--- src/rtl/serial_subtractor.sv ---
// serial_subtractor: unsigned a - b - bin over WIDTH bits, DIGIT bits per
// clock, least-significant digit first. Operands arrive on a valid/ready
// handshake and the result leaves on a second one.
//
// state | meaning
// IDLE  | waiting for operands, in_ready=1
// RUN   | one digit of the difference per cycle
// DONE  | result presented, out_valid=1 until out_ready
module serial_subtractor #(
  parameter int WIDTH = 16,
  parameter int DIGIT = 1
) (
  input  logic             clk,
  input  logic             rst_n,
  input  logic             in_valid,
  output logic             in_ready,
  input  logic [WIDTH-1:0] a,
  input  logic [WIDTH-1:0] b,
  input  logic             bin,
  output logic             out_valid,
  input  logic             out_ready,
  output logic [WIDTH-1:0] y,
  output logic             bout,
  output logic             zero
);

  localparam int NDIG = WIDTH / DIGIT;
  localparam int CW   = (NDIG > 1) ? $clog2(NDIG) : 1;

  // Reject digit sizes that do not tile the operand exactly.
  generate
    if (!(DIGIT == 1 || DIGIT == 2 || DIGIT == 4 || DIGIT == 8 || DIGIT == 16) ||
        (WIDTH % DIGIT) != 0) begin : g_bad_digit
      $error("serial_subtractor: DIGIT must be 1/2/4/8/16 and divide WIDTH");
    end
  endgenerate

  typedef enum logic [1:0] {
    IDLE = 2'd0,
    RUN  = 2'd1,
    DONE = 2'd2
  } state_t;

  state_t            state_q, state_d;
  logic [WIDTH-1:0]  a_q, b_q;
  logic              brw_q;
  logic [CW-1:0]     cnt_q;
  logic [DIGIT-1:0]  a_dig, b_dig;
  logic [DIGIT:0]    diff;
  logic [WIDTH-1:0]  y_next;
  logic              last;

  assign in_ready  = (state_q == IDLE);
  assign out_valid = (state_q == DONE);

  // Current digit difference; the extra top bit of diff is the borrow out.
  always_comb begin
    a_dig  = a_q[cnt_q*DIGIT +: DIGIT];
    b_dig  = b_q[cnt_q*DIGIT +: DIGIT];
    diff   = {1'b0, a_dig} - {1'b0, b_dig} - {{DIGIT{1'b0}}, brw_q};
    y_next = y;
    y_next[cnt_q*DIGIT +: DIGIT] = diff[DIGIT-1:0];
    last   = (cnt_q == CW'(NDIG - 1));
  end

  // State register.
  always_ff @(posedge clk or negedge rst_n) begin
    if (!rst_n) state_q <= IDLE;
    else        state_q <= state_d;
  end

  // Next-state logic; DONE returns to IDLE before new operands are taken.
  always_comb begin
    state_d = state_q;
    case (state_q)
      IDLE:    if (in_valid)  state_d = RUN;
      RUN:     if (last)      state_d = DONE;
      DONE:    if (out_ready) state_d = IDLE;
      default:                state_d = IDLE;
    endcase
  end

  // Operand capture and digit-serial datapath; flags latch on the last digit.
  always_ff @(posedge clk or negedge rst_n) begin
    if (!rst_n) begin
      a_q   <= '0;
      b_q   <= '0;
      brw_q <= 1'b0;
      cnt_q <= '0;
      y     <= '0;
      bout  <= 1'b0;
      zero  <= 1'b0;
    end else begin
      case (state_q)
        IDLE: begin
          if (in_valid) begin
            a_q   <= a;
            b_q   <= b;
            brw_q <= bin;
            cnt_q <= '0;
          end
        end
        RUN: begin
          y     <= y_next;
          brw_q <= diff[DIGIT];
          cnt_q <= cnt_q + 1'b1;
          if (last) begin
            bout <= diff[DIGIT];
            zero <= (y_next == '0);
          end
        end
        default: ;
      endcase
    end
  end

endmodule

--- config.mk ---
export PLATFORM = sky130hd
export DESIGN_NAME = serial_subtractor
export DESIGN_NICKNAME = d
export VERILOG_FILES = /design/src/rtl/serial_subtractor.sv
export SDC_FILE = /design/constraint.sdc
export NUM_CORES = 1
export LEC_CHECK = 0
export CORE_ASPECT_RATIO = 1.25
export CORE_MARGIN = 8
export CORE_UTILIZATION = 24
export DETAILED_ROUTE_END_ITERATION = 7
export HOLD_SLACK_MARGIN = 0.06
export SKIP_CTS_REPAIR_TIMING = 1
export SLEW_MARGIN = 20
export SYNTH_ARGS = -nofsm -noshare
export SYNTH_HDL_FRONTEND = slang
export SYNTH_SLANG_ARGS = --single-unit
export TNS_END_PERCENT = 100
--- constraint.sdc ---
create_clock -name clk -period 4.2 [get_ports clk]
set_input_delay 0.42 -clock clk [delete_from_list [all_inputs] [get_ports clk]]
set_output_delay 0.42 -clock clk [all_outputs]
set_load 0.05 [all_outputs]
==> results.yml, run 1 <==
critical_path:
  max_stage_delay_ps: 780
  slowest_stage: "dfrtp_1"
  critPathKind: "reg2reg"
  crit_family: "multiplexers"
  critPathBufInv: 1
  worstSetupEndpointType: "register"
  cp.required_ps: 4440
  cp_common_cell: "mux4_2"
  startpoint_type: "register"
  crit_chain: "mux4_2 > mux4_2 > inv_1 > fa_1 > and3_1 > a211oi_1 > a31oi_1 > a2111oi_4 > nand3_1 > o31ai_2"
  regToRegSetupSlack_ps: 400
  crit_fanout: 14
  arrival_ps: 4030
sta:
  max_freq_ghz: 0.2632
  fin_ws_ps: 401.2
  setup_viol: 0
  relSlewSlack_pct: 45.10
  finalHoldViolations: 0
  skew_ps: 8.494
  period_minus_slack_ps: 3799
  tns_ps: 0
  timing.hold.ws_ps: 236.1
  rsz0062_at_grt: "no"
  slew_violations: 0
  period_share_pct: 90.45
  tightest_slew_ps: 821.8
power_and_ir_drop:
  power_frac_clock_pct: 19.0
  switching_power_mw: 1.476
  report.power.total_mw: 3.465
  leakage_nw: 1.635
  sequentialPowerShare_pct: 29.6
  pwr_density_cell_nw_per_um2: 862.2
  peakVddDrop_uv: 285.1
  intPower_mw: 1.989
  switching_share_pct: 42.61
  pwr-share-comb_pct: 51.4
clocking:
  path_clk_slew_ps: 60
  h-tree-depth: 3
  root_buffer: "clkbuf_16"
  clock_path_buffers: 2
  clkLatencyLatePin_ps: 330
  numCtsBuffers: 9
  numClockSinks: 57
  cts_tree: "yes"
die:
  die-area_um2: 16460
  coreArea_um2: 12490
  num_rows: 46
  ios: 57
  die_h_um: 141.5
  die_x_um: 116.4
  start_util_pct: 24.19
finish:
  nets: 348
  area_growth_pct: 33.00
  drive_gt1_share_pct: 25.16
  insertedDiodeCount: 0
  design_area_um2: 4019
job:
  cap_violations: 0
global_routing:
  grt_usage_pct: 9.640
  grt_start_max_net_pins: 58
  grtUsageMet1_pct: 11.16
  grt_pass1_vias: 2263
  grtUsageMet3_pct: 3.530
  top_usage_layer: "met2"
  gr-total-overflow: 0
  grt_pass1_wl_um: 12120
  met2_usage_pct: 15.46
  antenna_found_initial: 0
place:
  post_dp_cell_area_um2: 3745
  place_ws_ps: 422.4
  io_buffers: 56
  hpwlAfterDp_um: 5539
  gp_congestion: 0.8876
synth:
  yosys.area.top_type: "dfrtp_1"
  syn_area_per_cell_um2: 12.23
  synthCells: 247
  synth-edff-count: 0
  synthArstFlopShare_pct: 100.0
  synth_most_common_cell: "dfrtp_1"
  syn_nets: 290
  dominantRegCellSynth: "dfrtp_1"
  synth_warnings: 0
  synth.area.top_cells: "dfrtp_1 47%, mux2_2 15%, mux4_2 7.5%, nand2_1 2.2%, o21ai_0 2.2%"
  synthTopCellsByCount: "57 x dfrtp_1, 41 x mux2_2, 18 x nand2_1"
  yosysSeqAreaShare_pct: 47.20
  synth_top_area_share_pct: 47.20
  ys_types: 46
  syn_area_um2: 3022
  ys_ff_latch: 57
status:
  outcome: "complete, no violations"
drt:
  ant_nets: 0
  wl_per_cell_um: 15.61
  drc_errors: 0
  viasPerCell: 4.579
  drtIter0Drc: 117
  drt_pass1_iterations: 4
  vias: 2189
  wirelength_um: 7462
min_path:
  worstHoldPathType: "in2async"
-- cell usage in the layout, fill, tap and decap left out, types with 2 or more instances in the layout --
| master | count |
|---|---|
| a21boi_0 | 3 |
| nand2_1 | 18 |
| dfrtp_1 | 57 |
| mux4_2 | 10 |
| nand2b_1 | 5 |
| nor3_1 | 6 |
| a21oi_1 | 3 |
| clkbuf_16 | 9 |
| mux2_2 | 41 |
| inv_1 | 5 |
| nor2b_1 | 3 |
| and3_1 | 3 |
| and2_1 | 3 |
| ha_1 | 5 |
| nor2_1 | 14 |
| mux2i_1 | 5 |
| clkdlybuf4s50_1 | 55 |
| o41ai_1 | 7 |
| buf_4 | 3 |
| clkinv_4 | 2 |
| a211oi_1 | 4 |
| o21ai_0 | 13 |
| o22ai_1 | 3 |
| and3b_1 | 2 |
| clkinvlp_4 | 3 |
| nand3_1 | 4 |
-- path summary, 6_finish.rpt --
check                           endpoint     start  depth (start not counted)
min in group clk                    zero      zero                          2
worst min-delay path                y[3]     rst_n                          2
worst max-delay path                zero  cnt_q[0]                         10
worst max register to register      zero  cnt_q[0]                         10
max in group asynchronous         b_q[1]     rst_n                          2
worst min register to register      zero      zero                          2
-- flip-flops by register name (all words and copies together), names as in the netlist --
signal	flops
state_q	2
cnt_q	4
y	16
bout	1
brw_q	1
zero	1
b_q	16
a_q	16
-- metal layers --
layer / vias to the layer above / routed length [um]
li1: 1044 / -
met1: 1066 / 3192
met2: 65 / 3671
met3: 14 / 467
met4: 0 / 130
met5: - / 0
-- kinds of logic after synthesis --
group | Yosys count | synth area share [%]
and+or+nand+nor | 64 | 11.02
muxes | 57 | 24.89
DFF | 57 | 47.21
AOI/OAI and AO/OA | 44 | 10.97
buffers and inverters | 18 | 2.898
adders and majority gates | 6 | 2.733
xor gates and xnor gates | 1 | 0.2899
-- stage by stage --
stage / std cells / utilization, %
CTS: 478 / 32.18
global route: 478 / 32.18
detailed placement: 462 / 29.98
global placement: 462 / 29.98
floorplan: 247 / -
finish: 478 / 32.18
-- power groups by stage --
stage	Combinational (mW)	Clock [mW]	Sequential, mW
3_3_place_gp	1.75	0	1.04
2_1_floorplan	1.23	0	1.12
4_1_cts	1.79	0.673	1.03
6_report	1.78	0.659	1.03
3_5_place_dp	1.78	0	1.04
5_1_grt	1.94	0.702	1.07
-- layout make-up --
| type | instances | area [um^2] |
|---|---|---|
| clock buffers | 10 | 229.0 |
| clock inverters | 6 | 45.04 |
| fillers | 1285 | 8471 |
| inverters | 6 | 22.52 |
| multi-input cells | 172 | 1508 |
| flip-flops and latches | 57 | 1426 |
| well taps | 168 | 210.2 |
| repair buffers | 59 | 578.1 |
No activity file was read; power rests on OpenSTA's default activity.
==> run 2, diff against run 1 <==
--- a/config.mk
+++ b/config.mk
@@ -10,6 +10,7 @@
 export CORE_UTILIZATION = 24
 export DETAILED_ROUTE_END_ITERATION = 7
 export HOLD_SLACK_MARGIN = 0.06
+export SETUP_SLACK_MARGIN = 0.15
 export SKIP_CTS_REPAIR_TIMING = 1
 export SLEW_MARGIN = 20
 export SYNTH_ARGS = -nofsm -noshare
==> results of run 2 <==
The final DEF is identical to that of run 1; final timing and power are the same.
==> variant 1 (flow settings as in run 1) <==
`WIDTH`: 16 -> 8.
--- a/src/rtl/serial_subtractor.sv
+++ b/src/rtl/serial_subtractor.sv
@@ -7,7 +7,7 @@
 // RUN   | one digit of the difference per cycle
 // DONE  | result presented, out_valid=1 until out_ready
 module serial_subtractor #(
-  parameter int WIDTH = 16,
+  parameter int WIDTH = 8,
   parameter int DIGIT = 1
 ) (
   input  logic             clk,
Interface: changed (resized a, b and y); port bits go from 57 to 33. No check against the original RTL was run, so the function may have changed too.
==> variant 1 against run 1 <==
  * Setup slack improved by 960 ps
  * Cell area decreased by 46%
  * Sequential cell count decreased by 25
  * Area after synthesis decreased by 45%
  * Power decreased by 46%
  * Routed wire length decreased by 50%
  * Non-clock buffer count decreased by 26
  * Cell count decreased by 38%
==> variant 1: results (changes against run 1) <==
| Metric | Value |
|---|---|
| Status | `complete, no violations` |
| Syn nets | `198 (-32%)` |
| CTS Buf Count | `5 (-4)` |
| Unique masters post-synth | `33 (-28%)` |
| Lkg Pwr | `0.993 nW (-39%)` |
| Worst EP arrival | `3020 ps (-1010 ps)` |
| Layout cells sized above 1 | `0.122 (-0.130)` |
| Worst Hold Class | `register to register` |
| Final GP Congestion | `0.806 (-9.2%)` |
| Insertion delay to the later sink of the worst-skew pair | `280 ps (-50 ps)` |
| Synth top cells by count | `nand2_1 (60), dfrtp_1 (32), nor2_1 (10)` |
| Clk root buf | `clkbuf_8` |
| Max incr delay on CP | `600 ps (-180 ps)` |
| Clock skew | `3.53 ps (-4.97 ps)` |
| Largest net degree at the start of global routing | `33 (-43%)` |
| First-pass GRT wire length | `6640 um (-45%)` |
| Reg2reg setup slack | `1360 ps (+960 ps)` |
| Post-Route WL | `3710 um (-50%)` |
| Biggest regs | `a_q: 8 flops, b_q: 8 flops, y: 8 flops` |
| Vias in the first global route | `1,433 (-37%)` |
| Worst-Margin Slew | `682 ps (-140 ps)` |
| Via-to-Cell Ratio | `4.31 (-5.8%)` |
| Register area share after synthesis | `0.482 (+0.00988)` |
| Commonest non-fill, non-tap cell in the layout | `nand2_1` |
| Fillers | `702 (-45%)` |
[variant 1: per-layer routing]
metal / global-route usage / vias to the layer above / wire, um
met2: 0.145 / 32 / 1850
met5: 0 / - / 0
met1: 0.0896 / 593 / 1590
met4: 0.0405 / 0 / 62
met3: 0.0317 / 7 / 211
li1: - / 640 / -
[variant 1: kinds of logic after synthesis]
family | Yosys count | share of synthesized area
AOI/OAI and AO/OA | 14 | 0.0648
adders and majority gates | 5 | 0.0422
buffers and inverters | 13 | 0.0324
DFF | 32 | 0.482
muxes | 16 | 0.136
and+or+nand+nor | 92 | 0.242
[variant 1: layout make-up]
type                            count  area (um2)  share of cell area
Multi-Input combinational cell    127         807               0.374
Timing Repair Buffer               33         328               0.152
Tap cell                           90         113              0.0521
Sequential cell                    32         801               0.371
Clock buffer                        6        82.6              0.0382
Clock inverter                      2        10.0             0.00463
Inverter                            5        18.8             0.00869
[variant 1: where the power goes]
part           internal [W]  switching, W
logic              0.000451      0.000609
registers          0.000452      0.000118
clock network      0.000131      0.000111
total               0.00103      0.000838
[variant 1: final timing paths]
path | to | cells past startpoint | from
setup reg to reg | zero | 7 | cnt_q[0]
min in group asynchronous | y[0] | 2 | rst_n
hold reg to reg | b_q[1] | 2 | b_q[1]
setup / recovery | zero | 7 | cnt_q[0]
hold / removal | b_q[1] | 2 | b_q[1]
max in group asynchronous | b_q[0] | 2 | rst_n
[variant 1: worst min-delay path, cell delays in order, from the launching register on]
cell	delay (ps)
dfrtp_1	340
nand2_1	50
nand2_1	50
[variant 1: stage by stage]
step           setup WS [ps]  cell area (um2)  instances   util  hold slack [ps]
2_1_floorplan           1660             1660        172      -              124
3_3_place_gp            1430             2070        287  0.302              460
3_5_place_dp            1350             2070        287  0.302              463
4_1_cts                 1320             2160        295  0.315              480
5_1_grt                 1160             2160        295  0.315              508
6_report                1360             2160        295  0.315              470
==> variant 2 (settings of run 1) <==
Made on the original files. Re-encode `state_t` (3 states) as one-hot, 3 bits wide.
--- a/src/rtl/serial_subtractor.sv
+++ b/src/rtl/serial_subtractor.sv
@@ -35,10 +35,10 @@
     end
   endgenerate
 
-  typedef enum logic [1:0] {
-    IDLE = 2'd0,
-    RUN  = 2'd1,
-    DONE = 2'd2
+  typedef enum logic [2:0] {
+    IDLE = 3'b001,
+    RUN  = 3'b010,
+    DONE = 3'b100
   } state_t;
 
   state_t            state_q, state_d;
Check against the original RTL: no difference found for any inputs over 10 cycles, from zero or initial values and one cycle with rst_n low; not proved beyond that.
==> variant 2 against run 1 <==
  * Cell area is 1.4% higher
  * Routed wire length down 0.99%
  * Setup slack better by 68 ps
  * Clock skew shrank 1.1 ps
  * Global-route usage is 0.22 points lower
  * First-iteration DRC count down 47%
  * Power is 20% lower
  * Sequential cell count rose by 1
  * Largest power group unchanged
  * Non-clock buffer count is the same
  * Area after synthesis is 1.3% higher
==> variant 2: results (changes against run 1) <==
| Metric | Value |
|---|---|
| Port Buffers | `56 (unchanged)` |
| CTS clk-pin slew, worst paths | `50 ps` |
| Fillers | `1,328 (+3.3%)` |
| Clock skew | `7.37 ps (-1.12 ps)` |
| Unique masters post-synth | `50 (+8.7%)` |
| Nets | `347 (-0.29%)` |
| Syn nets | `295 (+1.7%)` |
| DRT iter0 DRCs | `62 (-47%)` |
| Tot GR Track Use | `0.0942 (-0.00223)` |
| Final GP Congestion | `0.782 (-12%)` |
| First-pass GRT wire length | `12,100 um (-0.45%)` |
| Lkg Pwr | `1.65 nW (+1.2%)` |
| Biggest regs | `a_q: 16 flops, b_q: 16 flops, y: 16 flops` |
| Status | `complete, no violations` |
| Worst EP arrival | `3960 ps (-70 ps)` |
| Combinational power share | `0.394 (-0.120)` |
| Vias | `2,209 (+0.91%)` |
| Crit Path Max Fanout | `15 (+1)` |
| Worst VDD drop | `0.000326 V (+14%)` |
| Synth top cells by count | `dfrtp_1 (57), mux2_2 (50), nand2_1 (17)` |
| Htree depth | `3 (unchanged)` |
| Path depth of the worst reg2reg path | `9 (-1)` |
| Internal Power | `0.00182 W (-8.3%)` |
| Longest Clk Path Bufs | `2 (unchanged)` |
| Largest net degree at the start of global routing | `59 (+1.7%)` |
| Diode count | `0 (unchanged)` |
| Largest area contributor in the netlist | `dfrtp_1` |
| Post-Route WL | `7390 um (-0.99%)` |
| HPWL Detailed | `5470 um (-1.3%)` |
| Synth top area cells | `dfrtp_1 (47%), mux2_2 (18%), mux4_2 (6.6%), nand2_1 (2.1%), ha_1 (2.0%)` |
| Layout cells sized above 1 | `0.275 (+0.0235)` |
| Clk. pwr | `0.000780 W (+18%)` |
| Relative slew slack | `0.501 (+0.0503)` |
| Register area share after synthesis | `0.475 (+0.00260)` |
| Vias in the first global route | `2,301 (+1.7%)` |
==> variant 2: kinds of logic after synthesis <==
logic type,count (synthesis),synth area share
and+or+nand+nor,71,0.124
buffers and inverters,26,0.0409
adders and majority gates,6,0.0270
AOI/OAI and AO/OA,28,0.0654
muxes,61,0.262
xor gates and xnor gates,2,0.00572
DFF,58,0.475
==> variant 2: area by class of cell <==
class | instances | area, um2 | share of cell area
clock buffer | 11 | 243 | 0.0596
tap | 168 | 210 | 0.0516
multi-input combinational | 168 | 1480 | 0.364
timing repair buffer | 59 | 578 | 0.142
sequential | 58 | 1450 | 0.357
inverter | 8 | 30.0 | 0.00737
clock inverter | 5 | 77.6 | 0.0190
==> variant 2: final timing paths <==
kind / startpoint / endpoint / slack (ps)
max: cnt_q[0] / zero / 470
min: rst_n / y[11] / 250
max reg2reg: cnt_q[0] / zero / 470
min reg2reg: bout / bout / 490
max in group asynchronous: rst_n / y[2] / 3450
min in group clk: bout / bout / 490
==> variant 2: metrics by stage <==
step                      power, W  setup slack [ps]  instances  area (um2)
after global placement     0.00201               573        461        3750
final                      0.00278               469        477        4070
after floorplan            0.00175               890        252        3060
after CTS                  0.00283               438        477        4070
after detailed placement   0.00203               466        461        3750
after global routing       0.00296               198        477        4070
==> variant 2: routing by layer <==
layer  vias to the layer above  wire (um)  global-route usage
met4                         0         48              0.0345
met5                         -          0                   0
met2                        64       3710               0.153
met1                      1100       3150               0.110
li1                       1040          -                   -
met3                         5        478              0.0357
==> variant 2: worst max-delay path: stages, from the launching register on <==
cell and delay (ps):
dfrtp_1 650, mux4_2 560, mux4_1 510, inv_1 90, fa_1 600, and3b_1 330
and3_2 230, nor4_1 310, nand4_1 160, o31ai_2 190
